[src/rtl/wb_merge_arbiter.sv]
// wb_merge_arbiter: buffered multi-port GPR writeback merger.
// Each of NCH producers feeds a DEPTH-entry FIFO. Up to NPORT FIFO heads
// retire per cycle, picked round-robin. A head that targets the same
// register as an earlier grant in the same cycle is skipped.
// Optional build macro WB_HAZARD_EN adds a per-register pending-write
// counter that drives the busy bitmap; without it busy is tied to zero.
module wb_merge_arbiter #(
  parameter int NCH    = 8,
  parameter int NPORT  = 2,
  parameter int DATA_W = 32,
  parameter int ADDR_W = 5,
  parameter int DEPTH  = 2
) (
  input  logic                           clk,
  input  logic                           rstn,
  input  logic                           interlock,
  input  logic [NCH-1:0]                 in_valid,
  output logic [NCH-1:0]                 in_ready,
  input  logic [NCH*ADDR_W-1:0]          in_rt,
  input  logic [NCH*DATA_W-1:0]          in_data,
  output logic [NPORT-1:0]               wr_en,
  output logic [NPORT*ADDR_W-1:0]        wr_addr,
  output logic [NPORT*DATA_W-1:0]        wr_data,
  output logic [$clog2(NCH*DEPTH+1)-1:0] pending,
  output logic [(2**ADDR_W)-1:0]         busy
);
  localparam int PEND_W = $clog2(NCH*DEPTH+1);
  localparam int CH_W   = (NCH > 1) ? $clog2(NCH) : 1;
  localparam int PTR_W  = $clog2(DEPTH);
  localparam int CNT_W  = $clog2(DEPTH+1);
  localparam int PORT_W = $clog2(NPORT+1);
  localparam int NREG   = 2**ADDR_W;

  // FIFO storage and state
  logic [ADDR_W-1:0] rt_mem_r    [NCH][DEPTH];
  logic [DATA_W-1:0] data_mem_r  [NCH][DEPTH];
  logic [PTR_W-1:0]  rd_ptr_r    [NCH];
  logic [PTR_W-1:0]  wr_ptr_r    [NCH];
  logic [CNT_W-1:0]  cnt_r       [NCH];
  logic [CNT_W-1:0]  cnt_nxt_s   [NCH];
  logic [NCH-1:0]    ready_r;
  logic [NCH-1:0]    push_s;
  logic [NCH-1:0]    pop_s;
  logic [ADDR_W-1:0] head_rt_s   [NCH];
  logic [DATA_W-1:0] head_data_s [NCH];

  // Arbitration
  logic [CH_W-1:0]   rr_r;
  logic [CH_W-1:0]   rr_nxt_s;
  logic [CH_W:0]     arb_pos_s;
  logic [CH_W:0]     arb_nxt_s;
  logic [CH_W-1:0]   arb_idx_s;
  logic              arb_clash_s;
  logic [PORT_W-1:0] n_grant_s;
  logic [ADDR_W-1:0] port_rt_s   [NPORT];
  logic [DATA_W-1:0] port_data_s [NPORT];

  // Output registers
  logic [PEND_W-1:0]       pending_r;
  logic [PEND_W-1:0]       pend_nxt_s;
  logic [NPORT-1:0]        wr_en_r;
  logic [NPORT*ADDR_W-1:0] wr_addr_r;
  logic [NPORT*DATA_W-1:0] wr_data_r;

  assign in_ready = ready_r;
  assign wr_en    = wr_en_r;
  assign wr_addr  = wr_addr_r;
  assign wr_data  = wr_data_r;
  assign pending  = pending_r;

  // Qualify enqueues (rt 0 completes the handshake but is dropped) and read FIFO heads
  always_comb begin
    for (int c = 0; c < NCH; c++) begin
      push_s[c]      = in_valid[c] & ready_r[c] & (in_rt[c*ADDR_W +: ADDR_W] != {ADDR_W{1'b0}});
      head_rt_s[c]   = rt_mem_r[c][rd_ptr_r[c]];
      head_data_s[c] = data_mem_r[c][rd_ptr_r[c]];
    end
  end

  // Round-robin scan from rr; grant heads to ports in order, skipping same-rt repeats
  always_comb begin
    pop_s       = {NCH{1'b0}};
    n_grant_s   = {PORT_W{1'b0}};
    rr_nxt_s    = rr_r;
    arb_pos_s   = {(CH_W+1){1'b0}};
    arb_nxt_s   = {(CH_W+1){1'b0}};
    arb_idx_s   = {CH_W{1'b0}};
    arb_clash_s = 1'b0;
    for (int p = 0; p < NPORT; p++) begin
      port_rt_s[p]   = {ADDR_W{1'b0}};
      port_data_s[p] = {DATA_W{1'b0}};
    end
    for (int k = 0; k < NCH; k++) begin
      arb_pos_s = {1'b0, rr_r} + (CH_W+1)'(k);
      if (arb_pos_s >= (CH_W+1)'(NCH)) begin
        arb_pos_s = arb_pos_s - (CH_W+1)'(NCH);
      end else begin
        arb_pos_s = arb_pos_s;
      end
      arb_idx_s = arb_pos_s[CH_W-1:0];
      arb_nxt_s = arb_pos_s + (CH_W+1)'(1);
      if (arb_nxt_s >= (CH_W+1)'(NCH)) begin
        arb_nxt_s = {(CH_W+1){1'b0}};
      end else begin
        arb_nxt_s = arb_nxt_s;
      end
      arb_clash_s = 1'b0;
      for (int p = 0; p < NPORT; p++) begin
        if ((PORT_W'(p) < n_grant_s) && (port_rt_s[p] == head_rt_s[arb_idx_s])) begin
          arb_clash_s = 1'b1;
        end else begin
          arb_clash_s = arb_clash_s;
        end
      end
      if (!interlock && (cnt_r[arb_idx_s] != {CNT_W{1'b0}}) &&
          (n_grant_s < PORT_W'(NPORT)) && !arb_clash_s) begin
        pop_s[arb_idx_s] = 1'b1;
        for (int p = 0; p < NPORT; p++) begin
          if (PORT_W'(p) == n_grant_s) begin
            port_rt_s[p]   = head_rt_s[arb_idx_s];
            port_data_s[p] = head_data_s[arb_idx_s];
          end else begin
            port_rt_s[p]   = port_rt_s[p];
            port_data_s[p] = port_data_s[p];
          end
        end
        n_grant_s = n_grant_s + PORT_W'(1);
        rr_nxt_s  = arb_nxt_s[CH_W-1:0];
      end else begin
        n_grant_s = n_grant_s;
      end
    end
  end

  // Next occupancy per channel and total buffered-entry count
  always_comb begin
    pend_nxt_s = pending_r;
    for (int c = 0; c < NCH; c++) begin
      cnt_nxt_s[c] = cnt_r[c] + CNT_W'(push_s[c]) - CNT_W'(pop_s[c]);
      pend_nxt_s   = pend_nxt_s + PEND_W'(push_s[c]) - PEND_W'(pop_s[c]);
    end
  end

  // FIFO payload storage; slot contents are ignored while the slot is empty
  always_ff @(posedge clk) begin
    for (int c = 0; c < NCH; c++) begin
      if (push_s[c]) begin
        rt_mem_r[c][wr_ptr_r[c]]   <= in_rt[c*ADDR_W +: ADDR_W];
        data_mem_r[c][wr_ptr_r[c]] <= in_data[c*DATA_W +: DATA_W];
      end
    end
  end

  // FIFO pointers, occupancy and registered ready (full stays not-ready even while popping)
  always_ff @(posedge clk) begin
    if (!rstn) begin
      for (int c = 0; c < NCH; c++) begin
        cnt_r[c]    <= {CNT_W{1'b0}};
        rd_ptr_r[c] <= {PTR_W{1'b0}};
        wr_ptr_r[c] <= {PTR_W{1'b0}};
      end
      ready_r <= {NCH{1'b0}};
    end else begin
      for (int c = 0; c < NCH; c++) begin
        cnt_r[c]   <= cnt_nxt_s[c];
        ready_r[c] <= (cnt_nxt_s[c] < CNT_W'(DEPTH));
        if (push_s[c]) begin
          wr_ptr_r[c] <= wr_ptr_r[c] + PTR_W'(1);
        end else begin
          wr_ptr_r[c] <= wr_ptr_r[c];
        end
        if (pop_s[c]) begin
          rd_ptr_r[c] <= rd_ptr_r[c] + PTR_W'(1);
        end else begin
          rd_ptr_r[c] <= rd_ptr_r[c];
        end
      end
    end
  end

  // Round-robin pointer, pending count and registered GPR write ports
  always_ff @(posedge clk) begin
    if (!rstn) begin
      rr_r      <= {CH_W{1'b0}};
      pending_r <= {PEND_W{1'b0}};
      wr_en_r   <= {NPORT{1'b0}};
      wr_addr_r <= {(NPORT*ADDR_W){1'b0}};
      wr_data_r <= {(NPORT*DATA_W){1'b0}};
    end else begin
      rr_r      <= rr_nxt_s;
      pending_r <= pend_nxt_s;
      for (int p = 0; p < NPORT; p++) begin
        if (PORT_W'(p) < n_grant_s) begin
          wr_en_r[p]                   <= 1'b1;
          wr_addr_r[p*ADDR_W +: ADDR_W] <= port_rt_s[p];
          wr_data_r[p*DATA_W +: DATA_W] <= port_data_s[p];
        end else begin
          wr_en_r[p] <= 1'b0;
        end
      end
    end
  end

`ifdef WB_HAZARD_EN
  logic [PEND_W-1:0] hz_cnt_r [NREG];
  logic [PEND_W-1:0] hz_nxt_s [NREG];
  logic [NREG-1:0]   busy_r;

  assign busy = busy_r;

  // Net per-register change: enqueues targeting r minus retirements of r
  always_comb begin
    for (int r = 0; r < NREG; r++) begin
      hz_nxt_s[r] = hz_cnt_r[r];
      for (int c = 0; c < NCH; c++) begin
        if (push_s[c] && (in_rt[c*ADDR_W +: ADDR_W] == ADDR_W'(r))) begin
          hz_nxt_s[r] = hz_nxt_s[r] + PEND_W'(1);
        end else begin
          hz_nxt_s[r] = hz_nxt_s[r];
        end
      end
      for (int p = 0; p < NPORT; p++) begin
        if ((PORT_W'(p) < n_grant_s) && (port_rt_s[p] == ADDR_W'(r))) begin
          hz_nxt_s[r] = hz_nxt_s[r] - PEND_W'(1);
        end else begin
          hz_nxt_s[r] = hz_nxt_s[r];
        end
      end
    end
  end

  // Per-register pending counters and the registered busy bitmap
  always_ff @(posedge clk) begin
    if (!rstn) begin
      for (int r = 0; r < NREG; r++) begin
        hz_cnt_r[r] <= {PEND_W{1'b0}};
      end
      busy_r <= {NREG{1'b0}};
    end else begin
      for (int r = 0; r < NREG; r++) begin
        hz_cnt_r[r] <= hz_nxt_s[r];
        busy_r[r]   <= (hz_nxt_s[r] != {PEND_W{1'b0}});
      end
    end
  end
`else
  assign busy = {NREG{1'b0}};
`endif

endmodule
[config.mk]
export PLATFORM = sky130hd
export DESIGN_NAME = wb_merge_arbiter
export DESIGN_NICKNAME = d
export VERILOG_FILES = /design/src/rtl/wb_merge_arbiter.sv
export SDC_FILE = /design/constraint.sdc
export NUM_CORES = 2
export LEC_CHECK = 0
export CAP_MARGIN = 40
export CORE_MARGIN = 3
export CORE_UTILIZATION = 30
export CTS_BUF_LIST = sky130_fd_sc_hd__clkbuf_2 sky130_fd_sc_hd__clkbuf_4 sky130_fd_sc_hd__clkbuf_8
export DETAILED_ROUTE_END_ITERATION = 6
export SLEW_MARGIN = 25
export SYNTH_ARGS = -nofsm -noshare
export SYNTH_HDL_FRONTEND = slang
export SYNTH_SLANG_ARGS = --single-unit
[constraint.sdc]
create_clock -name clk -period 20.5 [get_ports clk]
set_input_delay 4.1 -clock clk [delete_from_list [all_inputs] [get_ports clk]]
set_output_delay 4.1 -clock clk [all_outputs]
set_load 0.05 [all_outputs]
* After elaboration in Yosys (flattened, before gate mapping)
Memories as Yosys holds them, arrays and structs flattened. Cells that the tools add are included.
Storage, ports and cells: latch bits 0, ROM bits 0, flip-flop bits (word level) 92, memories 5, input bits 307, bits in writable memories 624, word-level logic and storage cells 776, output and inout port bits 121
Cells by class: $mul 0, divide/modulo/power cells 0, equal/unequal tests 21, order comparisons 95, add/subtract/negate cells 78, shifts and indexed selects 0, reduce and logical (&&, ||, !) cells 84, bitwise logic cells 87, multiplexer cells 398
Memory list:
- data_mem_r | words 8, bits a word 64, rd ports 8, clocked after memory_dff 0, wr ports 8, line 36 | logic [DATA_W-1:0] data_mem_r [NCH][DEPTH];
- rt_mem_r | words 8, bits a word 10, rd ports 8, clocked after memory_dff 0, wr ports 8, line 35 | logic [ADDR_W-1:0] rt_mem_r [NCH][DEPTH];
- cnt_r | words 8, bits a word 2, rd ports 16, clocked after memory_dff 0, wr ports 8, line 39 | logic [CNT_W-1:0] cnt_r [NCH];
- rd_ptr_r | words 8, bits a word 1, rd ports 8, clocked after memory_dff 0, wr ports 8, line 37 | logic [PTR_W-1:0] rd_ptr_r [NCH];
- wr_ptr_r | words 8, bits a word 1, rd ports 8, clocked after memory_dff 0, wr ports 8, line 38 | logic [PTR_W-1:0] wr_ptr_r [NCH];
Operators with widths (number):
- two-way mux 32 bit | 62
- two-way mux 64 bit | 16
- binary-select mux 32 bit (select 3 bit) | 8
- two-way mux 5 bit | 62
- demux 32 bit (select 1 bit) | 8
- two-way mux 10 bit | 16
- two-way mux 1 bit | 155
- binary-select mux 5 bit (select 3 bit) | 8
- >= comparator 4 bit (second input constant) | 23
- == test 5 bit | 14
- two-way mux 8 bit | 8
- OR 8 bit | 7
- logical AND 1 bit | 52
- two-way mux 3 bit | 16
- adder 5 x 1 -> 5 bit | 8
- demux 5 bit (select 1 bit) | 8
- OR 1 bit | 40
- nonzero test 5 bit | 8
- subtractor 5 x 1 -> 5 bit | 8
- adder 4 x 1 -> 4 bit (second input constant) | 8
- >= comparator 2 bit (second input constant) | 16
- < comparator 1 x 2 -> 1 bit (first input constant) | 16
- < comparator 3 x 4 -> 1 bit (second input constant) | 8
- two-way mux 4 bit | 8
- other kinds (23) | 180

* Depth between registers and ports, before layout
An unclocked memory read counts as a cell.
word-level depth 73, mapped depth 68, gate-level depth less buffers 63

* Worst setup path before layout
OpenSTA, ideal clock, no wires.
kind input port to flip-flop, from input interlock, to register pending_r[3] (netlist: pending[3]), arrival time 15.780 ns, path slack 4.593 ns, required time 20.372 ns, cell stages on the path 56, path through nor2_1 a32oi_4 clkbuf_1 nor4b_1 a41oi_1 clkbuf_1 ha_1 nor2_1 nand2_1 o22a_1 a21oi_1 inv_1 a31oi_1 or2_2 inv_1 ha_1 and3_1 and4_4 [... 20 more ...] ha_1 nor2b_1 mux2_2 nand4_1 a2111o_2 and3_1 nand2_1 o211ai_1 fa_1 fa_1 fa_1 fa_1 inv_1 fa_1 ha_1 fa_1 xnor2_1 nor2_1
On the way: longest elaborated chain between the ends 67, elaborated cells on any way between the ends 166, classes of those cells add/sub: 21; order compare: 21; eq/ne: 19; mux: 48; bitwise: 7; reduce/logical: 50
RTL lines:
- start, declared | line 16 | input logic interlock,
- logical NOT 1 bit (*) | line 115 | if (!interlock && (cnt_r[arb_idx_s] != {CNT_W{1'b0}}) &&
- logical AND 1 bit | line 115
- two-way mux 1 bit or two-way mux 10 bit (tied branches) | line 115
- < comparator 1 x 2 -> 1 bit or == test 5 bit (tied branches) | line 109 | if ((PORT_W'(p) < n_grant_s) && (port_rt_s[p] == head_rt_s[arb_idx_s])) begin
- logical AND 1 bit | line 109
- two-way mux 1 bit (2 in series) | line 109
- logical NOT 1 bit | line 116 | (n_grant_s < PORT_W'(NPORT)) && !arb_clash_s) begin
- logical AND 1 bit | line 116
- [... 50 more ...]
- adder 5 x 1 -> 5 bit | line 140 | pend_nxt_s = pend_nxt_s + PEND_W'(push_s[c]) - PEND_W'(pop_s[c]);
- subtractor 5 x 1 -> 5 bit | line 140
- adder 5 x 1 -> 5 bit | line 140
- subtractor 5 x 1 -> 5 bit | line 140
- adder 5 x 1 -> 5 bit | line 140
- subtractor 5 x 1 -> 5 bit | line 140
- adder 5 x 1 -> 5 bit | line 140
- subtractor 5 x 1 -> 5 bit (*) | line 140
- end signal, assigned | line 185 | pending_r <= {PEND_W{1'b0}};
- end signal, assigned | line 191 | pending_r <= pend_nxt_s;
- end, declared | line 59 | logic [PEND_W-1:0] pending_r;
Every way passes the cells marked *; elsewhere a longest branch is shown, timed or not. A chain may end at the register's enable or synchronous reset.

* Worst setup path after layout
Ends and elaborated chain as after synthesis.

==> flow_summary.toml <==
[global_routing]
grt_pass1_wl_mm = 241.7
grt_pass1_vias = 32482
overflow = 0
grt_max_degree = 83
antenna_found_initial = 45
track_usage_pct = 22.02

[sta]
fin_crit_sh_pct = 87.97
period_minus_slack_ns = 18.03
fin_worst_skew_ns = 0.08551
rsz0062_at_grt = "no"
drv_slew = 0
tightest_slew_ns = 0.9169
timing.fmax_mhz = 55.45
fin_setup_tns_ns = 0
slew_headroom_pct = 37.13
hold_viol = 0
setup_viol = 0

[hold_path]
hp-start = "wr_data[25]"
hp-class = "register to register"

[layout]
drive_gt1_share_pct = 12.47
nFillCells = 14011
areaGrowthSynthToFinish_pct = 20.04
multi_input_area_um2 = 21750
regArea_um2 = 20430
nets = 4652

[routing]
dr_total_vias = 34769
totalWireLength_mm = 171.3
drt-initial-drc-count = 4181
postRouteAntennaNets = 0
routedWlPerCell_um = 27.13
viasPerCell = 5.506
drcViolationCount = 24
first_pass_iters = 7

[synth]
synth_mux_area_share_pct = 22.27
syn-mean-instance-area_um2 = 10.94
syn-instance-count = 3998
netlist_area_um2 = 43730
synth_edf_count = 608
synthXorXnorAreaFrac_pct = 1.204
synth_compound_area_share_pct = 14.67
synthSimpleGateAreaFrac_pct = 9.026
async_flop_share_pct = 0
synth.distinct_cells = 108
synth_seq_area_share_pct = 46.69
synth_top_family_by_area = "multiplexers"
synth_seq_cells = 716
synthAdderAreaFrac_pct = 1.825
synthFlopType = "edfxtp_1"
yosys_warnings = 0

[worst_setup_path]
critPathMaxStageDelay_ns = 0.91
required_ns = 21.19
timing.rr.start = "rr_r[0]"
crit_family = "adder cells"
startpoint = "interlock"
crit_fanout = 43
slowest_stage = "clkdlybuf4s50_1"
cp-end-kind = "register"
arrival_ns = 18.73
path_class = "primary input to register"
cp-start-kind = "primary input"
crit_buf_inv = 8

[placement]
gp_congestion = 0.9346
dp_hpwl_mm = 128.3
placement.io_buffers = 395

[die]
die_w_um = 387.8
io_pins = 428
num_rows = 139
die-area_um2 = 150400
core-area_um2 = 144200
die_h_um = 387.8
start_util_pct = 30.33

[clock_tree]
clock-root-buffer = "clkbuf_8"
tritoncts = "built"
htree_levels = 3
clockBufferDepth = 3
ctsResizeCount = 0
clk_pin_slew_ns = 0.06
clk_latency_ns = 0.89
cts_hold_buf = 0
numCtsBuffers = 120
postCtsSetupBuffers = 0
clock-sinks = 716

[outcome]
violations = "DRC"
status = "finished with violations"

[flow_run]
max_cap_viol_count = 0
placed cells by master, fill, tap and decap left out, drive strengths merged, types with 13 or more instances in the layout:
| master | count |
|---|---|
| o211ai | 295 |
| nand3 | 66 |
| clkdlybuf4s50 | 394 |
| mux2i | 695 |
| a211oi | 15 |
| o22ai | 65 |
| nor3 | 27 |
| o2bb2ai | 38 |
| a21oi | 222 |
| dfxtp | 108 |
| ha | 43 |
| diode | 18 |
| o21ai | 206 |
| conb | 36 |
| mux2 | 78 |
| clkinv | 41 |
| xor2 | 20 |
| nor2 | 257 |
| a31oi | 14 |
| clkbuf | 171 |
| or2 | 17 |
| and2 | 34 |
| edfxtp | 608 |
| buf | 94 |
| fa | 13 |
| inv | 71 |
| nand2 | 457 |
| mux4 | 83 |
| xnor2 | 38 |
cell type report:
class	instances	share of cell area, %
Antenna cell	18	0.08580
Clock buffer	171	4.018
Clock inverter	56	1.130
Inverter	68	0.5101
Multi-Input combinational cell	2895	41.44
Sequential cell	716	38.92
Tap cell	1903	4.536
Timing Repair Buffer	488	9.360
metrics by stage:
step | std cells | util, % | area, um2 | worst slack (ns) | hold WS, ns
finish | 6315 | 36.41 | 52500 | 2.467 | 0.4589
global route | 6299 | 36.38 | 52460 | 1.500 | 0.4789
CTS | 6292 | 36.30 | 52340 | 2.566 | 0.4604
detailed placement | 6065 | 34.42 | 49630 | 1.692 | 0.4488
global placement | 6047 | 34.19 | 49300 | 1.853 | 0.4454
floorplan | 4032 | - | 43860 | 4.593 | 0.4972
worst register-to-register path, delay by kind of cell, from the launching register on:
kind,cells,cell delay [ns]
multiplexers,1,0.16
XOR/XNOR,6,1.42
buffers and inverters,9,2.15
AND/OR/NAND/NOR,15,2.57
flip-flops,1,0.73
adder cells (fa/ha/maj),13,5.20
AO/OA/AOI/OAI,14,4.67
registers in the layout, indices dropped and copies added, names as in the netlist:
name,flops
data_mem_r,512
rt_mem_r,80
wr_data,64
cnt_r,16
wr_addr,10
in_ready,8
rd_ptr_r,8
wr_ptr_r,8
pending,5
rr_r,3
wr_en,2
final timing paths:
kind	slack (ns)	endpoint	depth (start not counted)
setup reg to reg	3.46	pending[3]	58
hold reg to reg	0.46	wr_data[25]	2
setup / recovery	2.47	pending[3]	55
hold / removal	0.46	wr_data[25]	2
cells by family (layout without fill, tap and decap cells):
| kind of cell | Yosys count | in the layout |
|---|---|---|
| flops | 716 | 716 |
| simple gates | 923 | 923 |
| xor+xnor | 58 | 58 |
| mux | 856 | 856 |
| compound gates | 966 | 966 |
| fa+ha+maj | 56 | 56 |
| buf+inv | 421 | 783 |
| other cells | 2 | 54 |
Yosys cell counts (all sizes together) (20+ instances only):
cell type	number	area share (%)
a21oi	222	2.5
and2	34	0.49
buf	142	1.9
clkbuf	211	1.8
dfxtp	108	4.9
edfxtp	608	42
ha	43	1.2
inv	67	0.58
mux2	78	2.1
mux2i	695	16
mux4	83	4.3
nand2	457	3.9
nand3	66	0.77
nor2	257	2.2
nor3	27	0.33
o211ai	295	5.1
o21ai	206	2.4
o22ai	65	0.93
o2bb2ai	38	0.78
xnor2	38	0.80
xor2	20	0.40
layer usage:
metal | part of all wire [%] | vias up | GRT usage (%)
li1 | - | 15729 | -
met1 | 42 | 16923 | 30.03
met2 | 42 | 1751 | 31.82
met3 | 11 | 320 | 7.594
met4 | 4.2 | 46 | 8.775
met5 | 0.17 | - | 0
Power is not shown: default switching activity piles up to over one toggle a cycle in this logic, so the estimate is an artifact.
